--- config.mk ---
export PLATFORM = sky130hd
export DESIGN_NAME = display_arbiter
export DESIGN_NICKNAME = d
export VERILOG_FILES = /design/src/rtl/display_arbiter_pkg.sv /design/src/rtl/display_arbiter_rr_pick.sv /design/src/rtl/display_arbiter.sv
export SDC_FILE = /design/constraint.sdc
export NUM_CORES = 1
export LEC_CHECK = 0
export BUFFER_PORTS_ARGS = -buffer_cell sky130_fd_sc_hd__buf_2
export CAP_MARGIN = 10
export CELL_PAD_IN_SITES_DETAIL_PLACEMENT = 0
export CELL_PAD_IN_SITES_GLOBAL_PLACEMENT = 1
export CORE_UTILIZATION = 25
export CTS_CLUSTER_DIAMETER = 200
export DETAILED_ROUTE_END_ITERATION = 10
export PLACE_DENSITY_LB_ADDON = 0.08
export SYNTH_ARGS = -nofsm -noshare
export SYNTH_HDL_FRONTEND = slang
export SYNTH_HIERARCHICAL = 1
export SYNTH_SLANG_ARGS = --single-unit
--- constraint.sdc ---
create_clock -name clk -period 2.6 [get_ports clk]
set_input_delay 0.52 -clock clk [delete_from_list [all_inputs] [get_ports clk]]
set_output_delay 0.52 -clock clk [all_outputs]
set_load 0.03 [all_outputs]
--- src/rtl/display_arbiter_pkg.sv ---
// Shared types and constants for the 4-digit display arbiter.
package display_pkg;

   localparam int unsigned DIGIT_W    = 7;
   localparam int unsigned NUM_DIGITS = 4;
   localparam int unsigned SLICE_W    = DIGIT_W * NUM_DIGITS;

   // Arbiter state encoding
   typedef enum logic [1:0] {
      ST_IDLE  = 2'd0,
      ST_SHOW  = 2'd1,
      ST_BLANK = 2'd2
   } state_t;

   typedef logic [DIGIT_W-1:0] seg_t;

   // Segment pattern with every segment off
   localparam seg_t SEG_BLANK = 7'h00;

   // One requester's display payload, digit_0 in the LSBs
   typedef struct packed {
      seg_t d3;
      seg_t d2;
      seg_t d1;
      seg_t d0;
   } digits_t;

   // All four digits dark
   function automatic digits_t blank_digits();
      digits_t d;
      d.d3 = SEG_BLANK;
      d.d2 = SEG_BLANK;
      d.d1 = SEG_BLANK;
      d.d0 = SEG_BLANK;
      return d;
   endfunction

   // Counter width for a 0..n-1 range, never narrower than one bit
   function automatic int unsigned cnt_w(input int unsigned n);
      return (n > 1) ? $clog2(n) : 1;
   endfunction

endpackage

--- src/rtl/display_arbiter_rr_pick.sv ---
// Round-robin winner selection: first set request above rr_ptr, wrapping.
module rr_pick
   import display_pkg::*;
#(
   parameter int unsigned NUM_REQ = 4,
   parameter int unsigned PTR_W   = 2
) (
   input  logic [NUM_REQ-1:0] req,
   input  logic [PTR_W-1:0]   rr_ptr,
   output logic [PTR_W-1:0]   winner,
   output logic               any_req
);

   int unsigned idx;
   logic        found;

   // Scan rr_ptr+1 .. rr_ptr+NUM_REQ so the last owner is checked last
   always_comb begin
      winner  = '0;
      found   = 1'b0;
      idx     = 0;
      any_req = |req;
      for (int unsigned k = 1; k <= NUM_REQ; k++) begin
         idx = (32'(rr_ptr) + k) % NUM_REQ;
         if (!found && req[idx]) begin
            winner = PTR_W'(idx);
            found  = 1'b1;
         end
      end
   end

endmodule

--- src/rtl/display_arbiter.sv ---
// Shares the 4-digit 7-segment display between requesters with
// round-robin ownership, a minimum dwell per owner and a blank gap.
module display_arbiter
   import display_pkg::*;
#(
   parameter int unsigned NUM_REQ      = 4,
   parameter int unsigned HOLD_CYCLES  = 1000,
   parameter int unsigned BLANK_CYCLES = 50
) (
   input  logic                       clk,
   input  logic                       reset,
   input  logic [NUM_REQ-1:0]         req,
   input  logic [NUM_REQ*SLICE_W-1:0] req_digits,
   output logic [NUM_REQ-1:0]         grant,
   output logic [DIGIT_W-1:0]         digit_0,
   output logic [DIGIT_W-1:0]         digit_1,
   output logic [DIGIT_W-1:0]         digit_2,
   output logic [DIGIT_W-1:0]         digit_3,
   output logic                       busy
);

   localparam int unsigned PTR_W   = cnt_w(NUM_REQ);
   localparam int unsigned HOLD_W  = cnt_w(HOLD_CYCLES);
   localparam int unsigned BLANK_W = cnt_w(BLANK_CYCLES);

   state_t               state;
   logic [PTR_W-1:0]     rr_ptr;
   logic [PTR_W-1:0]     winner;
   logic                 any_req;
   logic [HOLD_W-1:0]    hold_cnt;
   logic [BLANK_W-1:0]   blank_cnt;
   digits_t              disp;
   logic [SLICE_W-1:0]   slices [NUM_REQ];
   logic [NUM_REQ-1:0]   owner_oh;
   logic [NUM_REQ-1:0]   others;
   logic                 hold_done;
   logic                 blank_done;

   rr_pick #(
      .NUM_REQ (NUM_REQ),
      .PTR_W   (PTR_W)
   ) u_rr_pick (
      .req     (req),
      .rr_ptr  (rr_ptr),
      .winner  (winner),
      .any_req (any_req)
   );

   // Split the flat payload bus into one slice per requester
   always_comb begin
      for (int unsigned i = 0; i < NUM_REQ; i++) begin
         slices[i] = req_digits[i*SLICE_W +: SLICE_W];
      end
   end

   // The owner is always rr_ptr while SHOW is active
   assign owner_oh   = NUM_REQ'(1) << rr_ptr;
   assign others     = req & ~owner_oh;
   assign hold_done  = (hold_cnt == HOLD_W'(HOLD_CYCLES - 1));
   assign blank_done = (blank_cnt == BLANK_W'(BLANK_CYCLES - 1));

   // Arbitration FSM with counters and registered grant/digit outputs
   always_ff @(posedge clk) begin
      if (reset) begin
         state     <= ST_IDLE;
         grant     <= '0;
         disp      <= blank_digits();
         busy      <= 1'b0;
         hold_cnt  <= '0;
         blank_cnt <= '0;
         rr_ptr    <= PTR_W'(NUM_REQ - 1);
      end else begin
         case (state)
            ST_IDLE: begin
               if (any_req) begin
                  state    <= ST_SHOW;
                  grant    <= NUM_REQ'(1) << winner;
                  rr_ptr   <= winner;
                  disp     <= digits_t'(slices[winner]);
                  hold_cnt <= '0;
                  busy     <= 1'b1;
               end else begin
                  grant <= '0;
                  disp  <= blank_digits();
                  busy  <= 1'b0;
               end
            end

            ST_SHOW: begin
               if (!hold_done) begin
                  hold_cnt <= hold_cnt + HOLD_W'(1);
                  if (req[rr_ptr]) begin
                     disp <= digits_t'(slices[rr_ptr]);
                  end
               end else if (|others) begin
                  state     <= ST_BLANK;
                  grant     <= '0;
                  disp      <= blank_digits();
                  blank_cnt <= '0;
               end else if (req[rr_ptr]) begin
                  disp <= digits_t'(slices[rr_ptr]);
               end else begin
                  state <= ST_IDLE;
                  grant <= '0;
                  disp  <= blank_digits();
                  busy  <= 1'b0;
               end
            end

            ST_BLANK: begin
               if (!blank_done) begin
                  blank_cnt <= blank_cnt + BLANK_W'(1);
               end else if (any_req) begin
                  state    <= ST_SHOW;
                  grant    <= NUM_REQ'(1) << winner;
                  rr_ptr   <= winner;
                  disp     <= digits_t'(slices[winner]);
                  hold_cnt <= '0;
               end else begin
                  state <= ST_IDLE;
                  busy  <= 1'b0;
               end
            end

            default: begin
               state <= ST_IDLE;
               grant <= '0;
               disp  <= blank_digits();
               busy  <= 1'b0;
            end
         endcase
      end
   end

   assign digit_0 = disp.d0;
   assign digit_1 = disp.d1;
   assign digit_2 = disp.d2;
   assign digit_3 = disp.d3;

endmodule

==> results of run 1 <==
-- through the flow --
stage                     hold WS (ns)  instance area [um2]
after floorplan                  0.458                 4110
after CTS                        0.467                 5300
after detailed placement         0.455                 5130
after global routing             0.502                 5300
final                            0.464                 5300
after global placement           0.457                 5130
-- metal layers --
layer	GRT usage (%)	vias to the layer above	wire, um
met2	29.4	90	6710
met5	0	-	0
met4	3.08	0	91
met3	3.08	7	672
met1	18.1	1770	5350
li1	-	1704	-
-- registers in the layout, summed over array words and instances, names as in the netlist --
signal and cells:
digit_0 7, digit_2 7, digit_1 7, grant 4, hold_cnt 10, rr_ptr 2, busy 1, state 2
digit_3 7, blank_cnt 6
-- worst max-delay path: cells and delay by family, from the launching register on --
kind | cells | cell delay [ns]
simple gates | 2 | 1.16
compound gates | 3 | 0.50
flops | 1 | 0.41
fa+ha+maj | 1 | 0.16
-- cells in the final DEF (no fill, tap or decap), types with 6 or more instances in the layout --
cell type / Yosys / routed
xor2_1: 8 / 8
o21ai_0: 14 / 14
a21oi_1: 11 / 10
a22oi_2: 20 / 20
nor2_1: 19 / 19
mux2i_1: 6 / 6
a22oi_1: 8 / 8
inv_1: 36 / 36
nand2_1: 16 / 16
buf_4: 2 / 11
buf_2: 8 / 150
o21ai_2: 20 / 20
mux4_2: 57 / 57
dfxtp_1: 53 / 51
-- cells by family after synthesis --
family / Yosys count
AO/OA/AOI/OAI: 98
XOR/XNOR: 11
adder cells (fa/ha/maj): 3
buffers and inverters: 63
flip-flops: 53
multiplexers: 64
AND/OR/NAND/NOR: 73
-- path summary, 6_finish.rpt --
kind,from,cells past startpoint,slack (ns),end
worst min register to register,grant[1]$_SDFFE_PP0P_,2,0.46,grant[1]$_SDFFE_PP0P_
worst max-delay path,blank_cnt[0]$_SDFFE_PP0P_,6,0.26,digit_1[5]$_SDFFE_PP0P_
worst max register to register,blank_cnt[0]$_SDFFE_PP0P_,6,0.26,digit_1[5]$_SDFFE_PP0P_
worst min-delay path,grant[1]$_SDFFE_PP0P_,2,0.46,grant[1]$_SDFFE_PP0P_
-- cell type report --
cell class,count,area [um2]
Fill cell,1679,10600
Multi-Input combinational cell,249,2760
Sequential cell,53,1060
Timing Repair Buffer,164,893
Tap cell,216,270
Inverter,37,139
Clock buffer,6,129
Clock inverter,2,38.8
-- power by group through the flow --
stage                     Sequential [W]  Clock, W  Combinational, W
after floorplan                  0.00112         0          0.000681
after global placement          0.000987         0           0.00116
after detailed placement        0.000989         0           0.00117
after CTS                       0.000970  0.000823           0.00118
after global routing            0.000981  0.000843           0.00125
final                           0.000968  0.000776           0.00115
==> impl_metrics.yaml, run 1 <==
clocking:
  cts_tree: "built"
  cts-htree-levels: 2
  clk_path_buf_depth: 2
  numCtsBuffers: 5
  clk-insertion-delay-late_ns: 0.30
  path_clk_slew_ns: 0.07
  cts_setup_buffers: 0
  hold_buffers: 0
  cts_root_buf: "clkbuf_16"
  cts_num_sinks: 53
  postCtsResizedCells: 0
logic_synthesis:
  synth-simple-area-share_pct: 9.50
  synth_top_family_by_area: "multiplexers"
  async_reset_ff_share_pct: 0
  synth_common_cells: "mux4_2 (57), dfxtp_1 (53), inv_1 (36)"
  yosys.area_share.adder_pct: 0.913
  yosysMostFrequentCell: "mux4_2"
  synthMuxAreaShare_pct: 33.1
  ys_ff_latch: 53
  synth_top_area_cell: "mux4_2"
  avgSynthCellArea_um2: 11.3
  synth-xor-area-share_pct: 2.34
  synth_area_um2: 4110
  synth_cell_types: 57
  seq_area_frac_synth_pct: 25.8
  synth.area.top_cells: "mux4_2 (31%), dfxtp_1 (26%), a22oi_2 (6.1%)"
  synth_top_area_share_pct: 31.2
  syn_nets: 486
  synth-edff-count: 0
  synth_compound_area_share_pct: 20.7
  yosys_warnings: 6
  synth_ff_type: "dfxtp_1"
  syn_inst: 365
final_layout:
  antenna_cells: 0
  final_cells: 727
  syn2layout_area_growth_pct: 28.8
  drive_gt1_share_pct: 55.6
  post-route-util_pct: 33.2
  layout.nets: 631
power:
  power.density_nw_per_um2: 547
  power_w: 0.00290
  peakVddDrop_mv: 0.247
  p_leak_nw: 2.21
  clkPwrFrac_pct: 26.8
  seq_power_share_pct: 33.4
  internal-power_w: 0.00190
  swShare_pct: 34.5
  combPwrFrac_pct: 39.8
  p_switching_w: 0.000999
floorplanning:
  io-pin-count: 151
  initial_core_util_pct: 25.8
  rows: 46
  coreArea_um2: 15900
  fp.dieW_um: 130
  die_y_um: 130
  fp.dieArea_um2: 17000
run_status:
  status: "finished clean"
grt:
  track_usage_pct: 15.6
  grt_max_degree: 29
  grt_pass1_wl_mm: 20.1
  grt_pass1_vias: 3836
  antenna_found_initial: 0
  gr-total-overflow: 0
drt:
  drt_first_iter_violations: 75
  firstDrtPassIters: 4
  ant_nets: 0
  vias_per_cell: 4.91
  routedWlPerCell_um: 17.6
  wirelength_mm: 12.8
  drc: 0
  vias: 3571
placement:
  dp_cells: 719
  hpwlAfterDp_mm: 9.64
  gp_congestion: 0.690
  dp_slack_ns: 0.136
  portBuffers: 150
sta:
  clock.fmax_mhz: 428
  finalHoldViolations: 0
  worst_pin_slew_ns: 1.05
  worst_slack_ns: 0.264
  setup-tns-final_ns: 0
  period_share_pct: 89.9
  finalSetupViolCount: 0
  grt_setup_unrepaired: "false"
  period_minus_slack_ns: 2.34
  drv_slew: 0
  maxSlewHeadroom_pct: 29.7
  fin_skew_ns: 0.00919
critical_path:
  critPathLaunchType: "flip-flop"
  cp_slowest_cell: "nor2_4"
  crit_fanout: 28
  crit_chain: "ha_1 -> nor2b_1 -> a31oi_1 -> nor2_4 -> a22oi_1 -> o21ai_0"
  worstPathArrival_ns: 2.56
  critPathMaxStageDelay_ns: 0.85
  required_ns: 2.82
  path_class: "reg2reg"
  end_kind: "flip-flop"
min_path:
  hold_path_class: "reg2reg"
run:
  max_cap_viol_count: 0
Note: power is estimated with default switching activity, not from simulation.
==> inputs of run 2 (changes only) <==
--- a/config.mk
+++ b/config.mk
@@ -9,6 +9,7 @@
 export CAP_MARGIN = 10
 export CELL_PAD_IN_SITES_DETAIL_PLACEMENT = 0
 export CELL_PAD_IN_SITES_GLOBAL_PLACEMENT = 1
+export CORE_ASPECT_RATIO = 1.75
 export CORE_UTILIZATION = 25
 export CTS_CLUSTER_DIAMETER = 200
 export DETAILED_ROUTE_END_ITERATION = 10
==> impl_metrics.yaml, run 2 (synthesized netlist as in run 1, its figures left out) <==
placement:
  portBuffers: 150
  place_area_um2: 5160
  gp_congestion: 0.757
  hpwlAfterDp_mm: 10.2
final_layout:
  final_common_cell: "buf_2"
  largest_reg_flops: 10
  post-route-util_pct: 33.4
  layout.nets: 637
  drive_gt1_share_pct: 56.1
  fillers: 1677
  final_cell_mix: "buf_2 (150), mux4_2 (57), dfxtp_1 (51)"
  top_register: "hold_cnt"
  syn2layout_area_growth_pct: 29.7
  fin_area_um2: 5330
floorplanning:
  fp.dieArea_um2: 17000
  rows: 61
  die_y_um: 172
  coreArea_um2: 16000
  initial_core_util_pct: 25.8
  io-pin-count: 151
  fp.dieW_um: 98.9
drt:
  ant_nets: 0
  firstDrtPassIters: 4
  routedWlPerCell_um: 18.8
  drc: 0
  drt_first_iter_violations: 85
  vias_per_cell: 5.06
  wirelength_mm: 13.4
  vias: 3600
sta:
  fin_skew_ns: 0.00685
  maxSlewHeadroom_pct: 20.8
  finalSetupViolCount: 0
  hold_slack_ns: 0.469
  clock.fmax_mhz: 425
  period_minus_slack_ns: 2.35
  period_share_pct: 90.4
  finalHoldViolations: 0
  grt_setup_unrepaired: "false"
  drv_slew: 0
  worst_pin_slew_ns: 1.19
critical_path:
  path_class: "reg2reg"
  cp-startpoint: "rr_ptr[1]$_SDFFE_PP1P_"
  r2r-end: "digit_0[5]$_SDFFE_PP0P_"
  crit_fanout: 30
  worstPathArrival_ns: 2.53
  crit_end: "digit_0[5]$_SDFFE_PP0P_"
  rr_startpoint: "rr_ptr[1]$_SDFFE_PP1P_"
  worstRegToRegCells: 6
  required_ns: 2.78
  worst-r2r-setup-slack_ns: 0.25
  end_kind: "flip-flop"
  critPathLaunchType: "flip-flop"
clocking:
  cts_tree: "built"
  postCtsResizedCells: 0
  hold_buffers: 0
  clk_path_buf_depth: 2
  cts-htree-levels: 2
  cts_root_buf: "clkbuf_16"
  cts_setup_buffers: 0
  numCtsBuffers: 5
  clk-insertion-delay-late_ns: 0.30
  cts_num_sinks: 53
  path_clk_slew_ns: 0.07
power:
  peakVddDrop_mv: 0.267
  power.density_nw_per_um2: 536
  p_leak_nw: 2.24
grt:
  track_usage_pct: 16.1
  antenna_found_initial: 7
  grt_max_degree: 31
  grt_pass1_vias: 3819
  grt_pass1_wl_mm: 20.5
  gr-total-overflow: 0
min_path:
  hold_path_class: "reg2reg"
  min-delay-start: "grant[3]$_SDFFE_PP0P_"
run_status:
  status: "finished clean"
run:
  max_cap_viol_count: 0
==> run 2: worst max-delay path: stages, from the launching register on <==
cell,delay [ns]
dfxtp_2,0.36
a21oi_1,0.13
a31oi_1,0.08
a21oi_4,0.94
mux4_2,0.43
a22oi_2,0.20
o21ai_2,0.06
==> run 2: layer usage <==
| metal | wire [um] | up-vias | track usage (%) |
|---|---|---|---|
| met4 | 333 | 2 | 6.62 |
| met5 | 10 | - | 0 |
| met2 | 7720 | 96 | 32.0 |
| met3 | 723 | 17 | 2.76 |
| met1 | 4610 | 1759 | 16.1 |
| li1 | - | 1726 | - |
==> run 2: report_power, final <==
part / internal, W / switching [W] / total [W] / leakage [nW]
Clock: 0.000410 / 0.000325 / 0.000734 / 0.0799
Sequential: 0.000898 / 0.0000626 / 0.000960 / 0.435
Combinational: 0.000551 / 0.000615 / 0.00117 / 1.73
Total: 0.00186 / 0.00100 / 0.00286 / 2.24
==> run 2: stage by stage <==
| step | power [W] | setup WS (ns) | instances | setup TNS, ns |
|---|---|---|---|---|
| 6_report | 0.00286 | 0.250 | 711 | 0 |
| 5_1_grt | 0.00303 | 0.0694 | 711 | 0 |
| 3_3_place_gp | 0.00216 | -0.0549 | 698 | -0.107 |
| 4_1_cts | 0.00293 | 0.207 | 706 | 0 |
| 2_1_floorplan | 0.00180 | 0.141 | 365 | 0 |
| 3_5_place_dp | 0.00217 | -0.0797 | 698 | -0.685 |
==> run 2: how the worst min path moves through the flow <==
| stage | endpoint | slack, ns | cells after the start |
|---|---|---|---|
| after CTS | grant[3]$_SDFFE_PP0P_ | 0.48 | 2 |
| after detailed placement | digit_0[5]$_SDFFE_PP0P_ | 0.46 | 2 |
| after global placement | digit_0[5]$_SDFFE_PP0P_ | 0.46 | 2 |
| after global routing | grant[1]$_SDFFE_PP0P_ | 0.50 | 2 |
| after floorplan | hold_cnt[1]$_SDFFE_PP0P_ | 0.46 | 2 |
| final | grant[3]$_SDFFE_PP0P_ | 0.47 | 2 |
==> run 2: area by class of cell <==
class	instances	area, um2	share of cell area [%]
multi-input cells	249	2760	51.8
repair buffers	170	963	18.1
clock inverters	1	5.00	0.0939
clock buffers	7	153	2.86
well taps	189	236	4.43
diodes	5	12.5	0.235
inverters	37	139	2.60
flip-flops and latches	53	1060	19.9
==> inputs of run 3 (changes only) <==
--- a/config.mk
+++ b/config.mk
@@ -10,7 +10,7 @@
 export CELL_PAD_IN_SITES_DETAIL_PLACEMENT = 0
 export CELL_PAD_IN_SITES_GLOBAL_PLACEMENT = 1
 export CORE_ASPECT_RATIO = 1.75
-export CORE_UTILIZATION = 25
+export CORE_UTILIZATION = 35
 export CTS_CLUSTER_DIAMETER = 200
 export DETAILED_ROUTE_END_ITERATION = 10
 export PLACE_DENSITY_LB_ADDON = 0.08
==> constraint.sdc (replaced) <==
create_clock -name clk -period 2 [get_ports clk]
set_input_delay 0.4 -clock clk [delete_from_list [all_inputs] [get_ports clk]]
set_output_delay 0.4 -clock clk [all_outputs]
set_load 0.03 [all_outputs]
==> impl_metrics.yaml, run 3 (synthesized netlist as in run 1, its figures left out) <==
min_path:
  min_to: "state[0]$_SDFFE_PP0P_"
  min-delay-start: "reset"
  hold_path_class: "in2reg"
  worstHoldPathCells: 3
floorplanning:
  io-pin-count: 151
  rows: 52
  coreArea_um2: 11500
  die_y_um: 145
  fp.dieArea_um2: 12200
  initial_core_util_pct: 35.7
  fp.dieW_um: 83.9
power:
  p_switching_w: 0.00130
  internal-power_w: 0.00257
  power.density_nw_per_um2: 687
  p_leak_nw: 2.44
  swShare_pct: 33.6
  peakVddDrop_mv: 0.386
  seq_power_share_pct: 32.2
  clkPwrFrac_pct: 25.1
  combPwrFrac_pct: 42.7
sta:
  period_minus_slack_ns: 1.95
  fin_skew_ns: 0.00582
  maxSlewHeadroom_pct: 60.7
  setup-tns-final_ns: 0
  drv_slew: 0
  finalHoldViolations: 0
  worst_slack_ns: 0.0459
  clock.fmax_mhz: 512
  finalSetupViolCount: 0
  grt_setup_unrepaired: "true"
  worst_pin_slew_ns: 0.589
  period_share_pct: 97.7
  hold_slack_ns: 0.448
final_layout:
  final_cell_mix: "buf_2 (150), mux4_2 (57), dfxtp_1 (51)"
  antenna_cells: 0
  layout.nets: 669
  syn2layout_area_growth_pct: 37.0
  fillers: 1126
  seqCellArea_um2: 1070
  fin_area_um2: 5630
  drive_gt1_share_pct: 59.9
  final_common_cell: "buf_2"
  largest_reg_flops: 10
  top_register: "hold_cnt"
  multiInputGateArea_um2: 2810
clocking:
  cts_num_sinks: 53
  cts-htree-levels: 2
  cts_root_buf: "clkbuf_16"
  numCtsBuffers: 5
  hold_buffers: 0
  clk_path_buf_depth: 2
  clk-insertion-delay-late_ns: 0.29
  path_clk_slew_ns: 0.07
  cts_tree: "built"
drt:
  drt_first_iter_violations: 108
  vias_per_cell: 5.52
  wirelength_mm: 12.4
  drc: 30
  ant_nets: 0
  firstDrtPassIters: 7
  routedWlPerCell_um: 18.2
  vias: 3771
critical_path:
  required_ns: 2.19
  r2r-end: "digit_0[5]$_SDFFE_PP0P_"
  critPathLaunchType: "flip-flop"
  crit_fanout: 7
  worstPathArrival_ns: 2.14
  worst-r2r-setup-slack_ns: 0.05
  worstRegToRegCells: 7
  path_class: "reg2reg"
  end_kind: "flip-flop"
  rr_startpoint: "rr_ptr[1]$_SDFFE_PP1P_"
  cp-startpoint: "rr_ptr[1]$_SDFFE_PP1P_"
grt:
  grt_pass1_wl_mm: 19.5
  track_usage_pct: 20.6
  gr-total-overflow: 0
  grt_pass1_vias: 3915
  grt_max_degree: 30
  antenna_found_initial: 0
placement:
  hpwlAfterDp_mm: 9.49
  dp_slack_ns: -0.243
  place_area_um2: 5310
  gp_congestion: 0.750
  portBuffers: 150
run_status:
  status: "complete, but fails checks"
  violations: "DRC"
run:
  max_cap_viol_count: 0
==> run 3: cell count changes in the layout (fill, tap and decap cells not counted), sizes merged <==
cell    change
buf        +28
bufinv      +1
clkbuf      +1
diode       -5
nor2        +1
==> run 3: worst max path at each step <==
stage / endpoint / slack (ns) / depth (start not counted)
floorplan: digit_2[2]$_SDFFE_PP0P_ / 0.0003 / 8
global placement: digit_0[6]$_SDFFE_PP0P_ / -0.20 / 8
detailed placement: digit_1[0]$_SDFFE_PP0P_ / -0.24 / 9
CTS: digit_0[6]$_SDFFE_PP0P_ / 0.02 / 7
global route: digit_0[3]$_SDFFE_PP0P_ / -0.03 / 8
finish: digit_0[5]$_SDFFE_PP0P_ / 0.05 / 7
==> run 3: stage by stage <==
stage	power (W)	cells	util, %
after CTS	0.00386	679	47.6
after global placement	0.00284	671	46.1
final	0.00387	683	48.9
after detailed placement	0.00286	671	46.1
after floorplan	0.00235	365	-
after global routing	0.00407	683	48.9
==> run 3: cell type report <==
cell class,instances,share of cell area [%]
Clock inverter,2,0.622
Inverter,37,2.47
Sequential cell,53,19.0
Timing Repair Buffer,201,22.8
Multi-Input combinational cell,250,49.9
Tap cell,135,3.00
Clock buffer,5,2.22
==> run 3: power groups by stage <==
stage | clock [W] | sequential, W | combinational, W
after floorplan | 0 | 0.00146 | 0.000893
after global placement | 0 | 0.00127 | 0.00157
after detailed placement | 0 | 0.00127 | 0.00159
after CTS | 0.00102 | 0.00124 | 0.00160
after global routing | 0.00104 | 0.00126 | 0.00177
final | 0.000972 | 0.00124 | 0.00165
==> run 3: routing by layer <==
metal | GRT usage (%) | share of wire [%] | vias up
met2 | 42.0 | 60 | 103
met1 | 20.0 | 32 | 1856
met5 | 0 | 0 | -
met4 | 8.02 | 3.0 | 0
met3 | 3.12 | 4.8 | 22
li1 | - | - | 1790
==> run 3: critical path: stages (launching register included) <==
cell      delay (ns)
dfxtp_4         0.40
mux2i_1         0.28
o221ai_4        0.16
buf_12          0.17
buf_16          0.14
mux4_2          0.42
a22oi_2         0.20
o21ai_2         0.07
==> run 3: what timing repair did <==
item,4_1_cts,5_1_grt
gates resized for setup,0,16
setup buffers,0,1
gates cloned,1,3
setup endpoints to repair,9,25
pin swaps,2,5
